File: src/rtl/i2c_pkg.sv
// rtl/i2c_pkg.sv - shared encodings and widths for the I2C requester arbiter
package i2c_pkg;

    typedef enum logic [2:0] {
        ST_IDLE    = 3'd0,
        ST_LAUNCH  = 3'd1,
        ST_WAIT_LO = 3'd2,
        ST_WAIT_HI = 3'd3,
        ST_CPL     = 3'd4
    } state_t;

    localparam int NB_W        = 6;
    localparam int DEV_W       = 7;
    localparam int PTR_W       = 8;
    localparam int DAT_W       = 8;
    localparam int TMR_W       = 16;
    localparam int TIMEOUT_DEF = 65535;

endpackage

File: src/rtl/rr_pick.sv
// rtl/rr_pick.sv - combinational round-robin first-one finder
module rr_pick #(
    parameter int N  = 4,
    parameter int IW = 2
) (
    input  logic [N-1:0]  i_req,
    input  logic [IW-1:0] i_ptr,
    output logic          o_valid,
    output logic [IW-1:0] o_idx
);

    // Walk offsets from the far end so the closest set bit to i_ptr is the last write.
    always_comb begin
        logic [IW-1:0] w_cand;
        w_cand  = '0;
        o_valid = 1'b0;
        o_idx   = '0;
        for (int k = N - 1; k >= 0; k--) begin
            w_cand = IW'((int'(i_ptr) + k) % N);
            if (i_req[w_cand]) begin
                o_valid = 1'b1;
                o_idx   = w_cand;
            end
        end
    end

endmodule

File: src/rtl/i2c_arbiter.sv
// rtl/i2c_arbiter.sv - round-robin arbiter sharing one I2C master between requesters
module i2c_arbiter
    import i2c_pkg::*;
#(
    parameter int NREQ    = 4,
    parameter int TIMEOUT = TIMEOUT_DEF
) (
    input  logic                    clk,
    input  logic                    reset,
    input  logic [NREQ-1:0]         req,
    input  logic [NREQ-1:0]         req_rw,
    input  logic [NB_W*NREQ-1:0]    req_nbyte,
    input  logic [DEV_W*NREQ-1:0]   req_dev,
    input  logic [PTR_W*NREQ-1:0]   req_ptr,
    input  logic [DAT_W*NREQ-1:0]   req_dwr,
    output logic [NREQ-1:0]         gnt,
    output logic [NREQ-1:0]         cpl,
    output logic [NREQ-1:0]         err,
    output logic [DAT_W-1:0]        rd_data,
    input  logic                    m_ready,
    input  logic                    m_done,
    input  logic                    m_ack_e,
    input  logic [DAT_W-1:0]        m_drd,
    output logic                    m_go,
    output logic                    m_rw,
    output logic [NB_W-1:0]         m_nbyte,
    output logic [DEV_W-1:0]        m_dev,
    output logic [PTR_W-1:0]        m_ptr,
    output logic [DAT_W-1:0]        m_dwr,
    output logic                    m_abort
);

    localparam int IW = $clog2(NREQ);
    localparam logic [TMR_W-1:0] TMO = TMR_W'(TIMEOUT);

    state_t              r_state;
    state_t              w_state_nxt;
    logic [IW-1:0]       r_rr_ptr;
    logic [IW-1:0]       r_owner;
    logic [TMR_W-1:0]    r_timer;
    logic [NREQ-1:0]     r_err;
    logic                r_rw;
    logic [NB_W-1:0]     r_nbyte;
    logic [DEV_W-1:0]    r_dev;
    logic [PTR_W-1:0]    r_ptr;

    logic                w_pick_valid;
    logic [IW-1:0]       w_pick_idx;
    logic                w_launch;
    logic                w_waiting;
    logic                w_timeout;

    rr_pick #(
        .N  (NREQ),
        .IW (IW)
    ) u_pick (
        .i_req   (req),
        .i_ptr   (r_rr_ptr),
        .o_valid (w_pick_valid),
        .o_idx   (w_pick_idx)
    );

    assign w_launch  = (r_state == ST_IDLE) && w_pick_valid && m_ready;
    assign w_waiting = (r_state == ST_WAIT_LO) || (r_state == ST_WAIT_HI);
    assign w_timeout = w_waiting && (r_timer == TMO);

    always_ff @(posedge clk or posedge reset) begin
        if (reset) begin
            r_state <= ST_IDLE;
        end else begin
            r_state <= w_state_nxt;
        end
    end

    // Timeout is tested ahead of the done edge so a coincident done still aborts.
    always_comb begin
        w_state_nxt = r_state;
        m_go        = 1'b0;
        m_abort     = 1'b0;
        case (r_state)
            ST_IDLE: begin
                if (w_launch) begin
                    w_state_nxt = ST_LAUNCH;
                end
            end
            ST_LAUNCH: begin
                m_go        = 1'b1;
                w_state_nxt = ST_WAIT_LO;
            end
            ST_WAIT_LO: begin
                if (w_timeout) begin
                    m_abort     = 1'b1;
                    w_state_nxt = ST_CPL;
                end else if (!m_done) begin
                    w_state_nxt = ST_WAIT_HI;
                end
            end
            ST_WAIT_HI: begin
                if (w_timeout) begin
                    m_abort     = 1'b1;
                    w_state_nxt = ST_CPL;
                end else if (m_done) begin
                    w_state_nxt = ST_CPL;
                end
            end
            ST_CPL: begin
                w_state_nxt = ST_IDLE;
            end
            default: begin
                w_state_nxt = ST_IDLE;
            end
        endcase
    end

    always_ff @(posedge clk or posedge reset) begin
        if (reset) begin
            r_rr_ptr <= '0;
            r_owner  <= '0;
            r_timer  <= '0;
            r_err    <= '0;
            r_rw     <= 1'b0;
            r_nbyte  <= '0;
            r_dev    <= '0;
            r_ptr    <= '0;
        end else begin
            case (r_state)
                ST_IDLE: begin
                    if (w_launch) begin
                        r_owner             <= w_pick_idx;
                        r_rw                <= req_rw[w_pick_idx];
                        r_nbyte             <= req_nbyte[int'(w_pick_idx)*NB_W +: NB_W];
                        r_dev               <= req_dev[int'(w_pick_idx)*DEV_W +: DEV_W];
                        r_ptr               <= req_ptr[int'(w_pick_idx)*PTR_W +: PTR_W];
                        r_err[w_pick_idx]   <= 1'b0;
                    end
                end
                ST_LAUNCH: begin
                    r_timer <= '0;
                end
                ST_WAIT_LO, ST_WAIT_HI: begin
                    if (w_timeout) begin
                        r_err[r_owner] <= 1'b1;
                    end else begin
                        r_timer <= r_timer + TMR_W'(1);
                        if ((r_state == ST_WAIT_HI) && m_done) begin
                            r_err[r_owner] <= m_ack_e;
                        end
                    end
                end
                ST_CPL: begin
                    r_rr_ptr <= (int'(r_owner) == NREQ - 1) ? '0 : r_owner + IW'(1);
                end
                default: begin
                end
            endcase
        end
    end

    always_comb begin
        gnt = '0;
        cpl = '0;
        if (r_state != ST_IDLE) begin
            gnt[r_owner] = 1'b1;
        end
        if (r_state == ST_CPL) begin
            cpl[r_owner] = 1'b1;
        end
    end

    assign err     = r_err;
    assign m_rw    = r_rw;
    assign m_nbyte = r_nbyte;
    assign m_dev   = r_dev;
    assign m_ptr   = r_ptr;
    assign m_dwr   = (r_state != ST_IDLE) ? req_dwr[int'(r_owner)*DAT_W +: DAT_W] : '0;
    assign rd_data = (r_state != ST_IDLE) ? m_drd : '0;

endmodule

File: config.mk
export PLATFORM = sky130hd
export DESIGN_NAME = i2c_arbiter
export DESIGN_NICKNAME = d
export VERILOG_FILES = /design/src/rtl/i2c_pkg.sv /design/src/rtl/rr_pick.sv /design/src/rtl/i2c_arbiter.sv
export SDC_FILE = /design/constraint.sdc
export NUM_CORES = 1
export LEC_CHECK = 0
export CORE_MARGIN = 2
export CORE_UTILIZATION = 43
export CTS_CLUSTER_DIAMETER = 60
export DETAILED_ROUTE_END_ITERATION = 16
export PLACE_DENSITY = 0.92
export SLEW_MARGIN = 10
export SYNTH_ARGS = -nofsm -noshare
export SYNTH_HDL_FRONTEND = slang
export SYNTH_SLANG_ARGS = --single-unit
File: constraint.sdc
create_clock -name clk -period 4.6 [get_ports clk]
set_clock_uncertainty 0.15 [all_clocks]
set_input_delay 0.69 -clock clk [delete_from_list [all_inputs] [get_ports clk]]
set_output_delay 0.69 -clock clk [all_outputs]
set_load 0.01 [all_outputs]
Word-level counts from Yosys, hierarchy flattened
Index checks and enable logic that the tools add are counted.
{"block": "totals", "in_bits": 137, "reg_bits": 49, "wordCells": 101, "output_inout_bits": 52}
{"block": "op_classes", "shift": 4, "n_reduce_logical": 16, "n_bitwise": 3, "mux": 43, "n_eq_ne": 11, "addsub": 5, "multipliers": 2, "order_cmp": 8}
{"cell": "$shiftx A32 B6 Y8", "count": 2}
{"cell": "$pmux W16 S2", "count": 1}
{"cell": "$shiftx A28 B6 Y7", "count": 1}
{"cell": "$shiftx A24 B6 Y6", "count": 1}
{"cell": "$mux W4", "count": 5}
{"cell": "$lt A2 B3 Y1 const B", "count": 6}
{"cell": "$add A16 B1 Y16 const B", "count": 1}
{"cell": "$eq A16 B16 Y1 const B", "count": 1}
{"cell": "$mux W16", "count": 1}
{"cell": "$mux W8", "count": 2}
{"cell": "$mux W3", "count": 5}
{"cell": "$mux W1", "count": 14}
{"cell": "$pmux W3 S4", "count": 1}
{"cell": "$bmux W1 S2", "count": 5}
{"cell": "$mux W2", "count": 5}
{"cell": "$pmux W4 S2", "count": 1}
{"cell": "$eq A3 B2 Y1 const B", "count": 2}
{"cell": "$logic_and A1 B1 Y1", "count": 6}
{"cell": "$ne A3 B3 Y1 const B", "count": 2}
{"cell": "$reduce_and A3 Y1", "count": 2}
{"cell": "$mul A2 B3 Y5 const B", "count": 1}
{"cell": "$add A2 B1 Y2 const B", "count": 2}
{"cell": "$add A2 B2 Y2 const B", "count": 2}
{"cell": "$and A4 B4 Y4", "count": 1}
{"cell": "17 further kinds", "count": 22}

Longest topological paths before layout
{"block": "logic_depth", "depth_word": 15, "mapped_depth": 8, "ltp_nobuf": 6}

Cells and area by module
Synthesis repeated with hierarchy kept, for this count alone.
{"block": "unflattened", "hier_cells": 296, "hier_area_um2": 3335.7}
{"module": "i2c_arbiter", "instances": 1, "seq_area_each_um2": 1226.2, "area_per_inst_um2": 3258.1, "cells_each": 283}
{"module": "rr_pick", "instances": 1, "seq_area_each_um2": 0.0, "area_per_inst_um2": 77.6, "cells_each": 13}

Worst setup path after synthesis
Ideal clock, no wire load.
{"block": "synth_timing", "kind": "input to register", "start": "input req[2]", "end": "register r_dev[6], in the netlist m_dev[6]", "path_buffers": 2, "slack_ns": 2.411, "setup_time_ns": 0.132, "t_arrival_ns": 1.907, "stages": 6, "t_required_ns": 4.318, "cell_sequence": "buf_6 -> or4_4 -> nand3_2 -> or2b_2 -> buf_6 -> o221ai_2"}
{"block": "synth_between", "elab_chain_len": 9, "word_cells_on_any_way": 21, "classes_between": "mul: 1; shift: 1; mux: 16; reduce/logical: 3"}
{"item": "start: declaration", "line": "i2c_arbiter.sv:10", "rtl": "input logic [NREQ-1:0] req,"}
{"item": "parallel branches: the longest is 9 deep, another holds $mul A2 B3 Y5"}
{"item": "end signal: assignment", "line": "i2c_arbiter.sv:132", "rtl": "r_dev <= req_dev[int'(w_pick_idx)*DEV_W +: DEV_W];"}
{"item": "end: declaration", "line": "i2c_arbiter.sv:44", "rtl": "logic [DEV_W-1:0] r_dev;"}
Several ways; the timed one is not identified. The select of a mux whose other input is x is not followed.
A chain may end at the register's enable or synchronous reset.

Worst setup path in the final report
{"block": "layout_timing", "start": "register r_timer[0]", "end": "output m_abort"}
{"block": "layout_between", "elab_chain_len": 4}
{"item": "start: declaration", "line": "i2c_arbiter.sv:40", "rtl": "logic [TMR_W-1:0] r_timer;"}
{"item": "start signal: assignment", "line": "i2c_arbiter.sv:144", "rtl": "r_timer <= r_timer + TMR_W'(1);"}
{"item": "$eq A16 B16 Y1", "line": "i2c_arbiter.sv:65", "rtl": "assign w_timeout = w_waiting && (r_timer == TMO);"}
{"item": "$logic_and A1 B1 Y1", "line": "i2c_arbiter.sv:65"}
{"item": "$mux W1", "line": "i2c_arbiter.sv:91, i2c_arbiter.sv:99"}
{"item": "$mux W1"}
{"item": "end: declaration", "line": "i2c_arbiter.sv:30", "rtl": "output logic m_abort"}
Every way passes these cells.

==> impl_metrics.yaml <==
finish:
  antenna_diodes: 0
  fillCellCount: 623
  drive_gt1_share_pct: 11.80
  area.growth.synth_to_final_pct: 54.72
  final_net_count: 658
  layout.cells.non_filler: 622
detailed_routing:
  route.antenna.remaining_nets: 0
  first_iter_violations: 171
  drc: 0
  iteration_count_of_the_initial_detailed_routing_pass: 4
  dr_total_vias: 3468
  routed_wirelength_mm: 11.11
  route.detailed.wl_per_inst_um: 17.85
  avgViaCountPerCell: 5.576
grt:
  global_route.usage.total_pct: 23.42
  grt_pass1_vias: 3461
  number_of_antenna_violations_at_the_first_check_in_global_routing: 0
  grt_remaining_overflow: 0
  grt_start_max_net_pins: 50
  grt_first_pass_wirelength_mm: 16.56
setup_path:
  timing.critical_path.fanout_max: 8
  setup.worst_path.start_class: "flop"
  worst_path_largest_cell_delay_ns: 0.55
  crit_family: "simple AND/OR/NAND/NOR gates"
  master_of_the_slowest_instance_on_the_critical_path: "sky130_fd_sc_hd__clkdlybuf4s50_1"
  path_buf_inv: 1
  cp.arrival_ns: 2.36
  cp.required_ns: 3.76
  cp_cell_sequence: "ha_1 -> nand2_1 -> nor4_4 -> and3_1 -> clkdlybuf4s50_1"
  setup.worst_path.class: "reg -> out"
  crit_path_end_kind: "primary output"
floorplan:
  ioPinCount: 189
  start_util_pct: 43.97
  die_width_um: 95.43
  chipHeight_um: 95.43
  dieArea_um2: 9107
  core_um2: 8175
  fp-row-count: 33
power_and_ir_drop:
  vdd.ir_drop.worst_mv: 0.2605
  cellLeakagePower_nw: 2.275
  power-per-cell-area_nw_per_um2: 475.3
placed_design:
  hpwl_mm: 8.498
  placement.setup.worst_slack_ns: 1.138
  place_congestion: 0.8595
  placed_cells_incl_taps: 614
  io_buffers: 188
synthesis:
  netlist_instances: 344
  post-synth-top-area-fraction_pct: 34.11
  yosys_warnings: 0
  synth_simple_gate_area_share_pct: 20.43
  mapped_cell_area_um2: 3595
  yosysSeqAreaShare_pct: 34.11
  synth_top_family_by_area: "simple AND/OR/NAND/NOR gates"
  syn_area_per_cell_um2: 10.45
  yosys-top-cells-area: "sky130_fd_sc_hd__dfrtp_1 34%, sky130_fd_sc_hd__mux2i_1 13%, sky130_fd_sc_hd__o221ai_2 8.4%, sky130_fd_sc_hd__mux4_2 5.0%, sky130_fd_sc_hd__nand2_1 4.5%"
  yosys_register_bits: 49
  post_synth_num_cell_types: 61
  synth_flop_cell: "sky130_fd_sc_hd__dfrtp_1"
  synth_edf_count: 0
  syn_nets: 486
  yosys.area_share.xor_xnor_pct: 1.706
  synth.largest_area_cell: "sky130_fd_sc_hd__dfrtp_1"
  synthAdderAreaFrac_pct: 1.740
  synth_compound_area_share_pct: 17.58
  synthArstFlopShare_pct: 100.0
  synth.mux.area_fraction_pct: 18.45
timing:
  hold_viol_final: 0
  finalSetupViolCount: 0
  timing_max_transition_violations_final: 0
  rsz0062_at_grt: "false"
  final_period_minus_worst_setup_slack_ns: 3.199
  crit_path_setup_slack_layout_ns: 1.401
  fin_tns_setup_ns: 0
  relSlewSlack_pct: 33.64
  fin_hold_ws_ns: 0.3593
  achievable-frequency_ghz: 0.3126
  tightestPinTransition_ns: 0.9939
  final_period_util_pct: 69.55
clock_network:
  clkSlewWorstSetupHoldPaths_ns: 0.10
  cts.sinks: 49
  cts.hold.buffers_added: 0
  number_of_buffers_created_by_cts: 5
  htree_num_levels: 2
  insertion_delay_ns: 0.30
  post_cts_repair_resize_count: 0
  cts_tree: "done"
  cts-root-to-sink-buffers: 2
  postCtsSetupRepairBufs: 0
  cts-root-buf: "sky130_fd_sc_hd__clkbuf_8"
status:
  outcome: "finished, final reports clean"
min_path:
  hold_path_class: "reg -> reg"
job:
  max_cap_violations: 0
## cell usage in the layout (no fill, tap or decap), types with 2 or more instances in the layout
master,netlist,layout
sky130_fd_sc_hd__clkdlybuf4s50_1,0,188
sky130_fd_sc_hd__dfrtp_1,49,49
sky130_fd_sc_hd__mux2i_1,46,46
sky130_fd_sc_hd__nand2_1,43,43
sky130_fd_sc_hd__nor2b_1,24,24
sky130_fd_sc_hd__o221ai_2,20,20
sky130_fd_sc_hd__nor2_1,14,14
sky130_fd_sc_hd__nand3_1,11,11
sky130_fd_sc_hd__o21ai_0,9,9
sky130_fd_sc_hd__and3_1,8,8
sky130_fd_sc_hd__mux4_2,8,8
sky130_fd_sc_hd__a21oi_1,6,6
sky130_fd_sc_hd__clkbuf_8,0,6
sky130_fd_sc_hd__nand4_1,5,5
sky130_fd_sc_hd__ha_1,5,5
sky130_fd_sc_hd__inv_1,5,4
sky130_fd_sc_hd__xnor2_1,4,4
sky130_fd_sc_hd__nor3_2,3,3
sky130_fd_sc_hd__a21o_1,3,3
sky130_fd_sc_hd__nand2b_1,3,3
sky130_fd_sc_hd__and4_1,3,3
sky130_fd_sc_hd__xor2_1,3,3
sky130_fd_sc_hd__o2111ai_1,3,3
sky130_fd_sc_hd__buf_4,2,3
sky130_fd_sc_hd__nand4_2,2,2
sky130_fd_sc_hd__o31ai_1,2,2
sky130_fd_sc_hd__and2_1,2,2
sky130_fd_sc_hd__a22o_1,2,2
sky130_fd_sc_hd__o311ai_0,2,2
sky130_fd_sc_hd__mux2_2,2,2
sky130_fd_sc_hd__o221ai_1,2,2
## power by group
part	switching (mW)	internal [mW]	total, mW
clock	0.146	0.177	0.323
sequential	0.179	0.579	0.758
combinational	0.723	0.839	1.56
## through the flow
stage | instance area, µm² | util, % | total power [mW]
6_report | 5562 | 68.03 | 2.644
5_1_grt | 5562 | 68.03 | 2.810
4_1_cts | 5562 | 68.03 | 2.653
3_5_place_dp | 5441 | 66.56 | 2.315
3_3_place_gp | 5441 | 66.56 | 2.262
2_1_floorplan | 3595 | - | 1.662
## area by class of cell
| type | instances | area (µm²) | area share, % |
|---|---|---|---|
| repair buffers | 191 | 1904 | 34.24 |
| flip-flops and latches | 49 | 1226 | 22.05 |
| inverters | 6 | 25.02 | 0.4499 |
| multi-input cells | 263 | 2155 | 38.74 |
| clock inverters | 2 | 37.54 | 0.6749 |
| well taps | 105 | 131.4 | 2.362 |
| clock buffers | 6 | 82.58 | 1.485 |
## flip-flops by register name, summed over array words and instances (netlist names)
name      flops
r_state       3
err           4
r_rr_ptr      2
m_nbyte       6
m_ptr         8
r_owner       2
r_timer      16
m_rw          1
m_dev         7
## Yosys cell counts, types with 2 or more instances
master / n
sky130_fd_sc_hd__a22o_1: 2
sky130_fd_sc_hd__nand2_1: 43
sky130_fd_sc_hd__xor2_1: 3
sky130_fd_sc_hd__o21ai_0: 9
sky130_fd_sc_hd__inv_1: 5
sky130_fd_sc_hd__nor2b_1: 24
sky130_fd_sc_hd__and2_1: 2
sky130_fd_sc_hd__a21oi_1: 6
sky130_fd_sc_hd__dfrtp_1: 49
sky130_fd_sc_hd__a21o_1: 3
sky130_fd_sc_hd__nand3_1: 11
sky130_fd_sc_hd__mux2_2: 2
sky130_fd_sc_hd__and3_1: 8
sky130_fd_sc_hd__xnor2_1: 4
sky130_fd_sc_hd__o31ai_1: 2
sky130_fd_sc_hd__mux2i_1: 46
sky130_fd_sc_hd__nand2b_1: 3
sky130_fd_sc_hd__buf_4: 2
sky130_fd_sc_hd__o221ai_2: 20
sky130_fd_sc_hd__nand4_2: 2
sky130_fd_sc_hd__o2111ai_1: 3
sky130_fd_sc_hd__buf_2: 8
sky130_fd_sc_hd__o221ai_1: 2
sky130_fd_sc_hd__nor3_2: 3
sky130_fd_sc_hd__nor2_1: 14
sky130_fd_sc_hd__clkbuf_1: 6
sky130_fd_sc_hd__mux4_2: 8
sky130_fd_sc_hd__o311ai_0: 2
sky130_fd_sc_hd__buf_6: 10
sky130_fd_sc_hd__nand4_1: 5
sky130_fd_sc_hd__and4_1: 3
sky130_fd_sc_hd__ha_1: 5
## path summary, 6_finish.rpt
path	start	end	slack (ns)	cells past startpoint
max in group asynchronous	reset	r_owner[0]	2.89	2
hold reg to reg	m_ptr[3]	m_ptr[3]	0.36	2
hold / removal	m_ptr[3]	m_ptr[3]	0.36	2
min in group asynchronous	reset	m_ptr[4]	0.80	2
setup reg to reg	r_state[1]	m_ptr[2]	2.03	4
setup / recovery	r_timer[0]	m_abort	1.40	5
## metal layers
metal,GRT usage (%),part of all wire [%],up-vias
met5,0,0,-
met4,4.405,0.95,0
met3,4.901,9.0,11
met2,44.89,54,172
met1,26.84,36,1654
li1,-,-,1631
## cell families after synthesis
family,after synthesis
simple gates,131
fa+ha+maj,5
compound gates,64
flops,49
buf+inv,32
xor+xnor,7
mux,56
## worst reg2reg max path, stage by stage (launching register included)
cell and delay (ns):
sky130_fd_sc_hd__dfrtp_1 0.51, sky130_fd_sc_hd__nor3_2 0.32, sky130_fd_sc_hd__nand3_2 0.48, sky130_fd_sc_hd__or2b_2 0.73, sky130_fd_sc_hd__o221ai_1 0.28
Power figures use the tool's default switching activity.
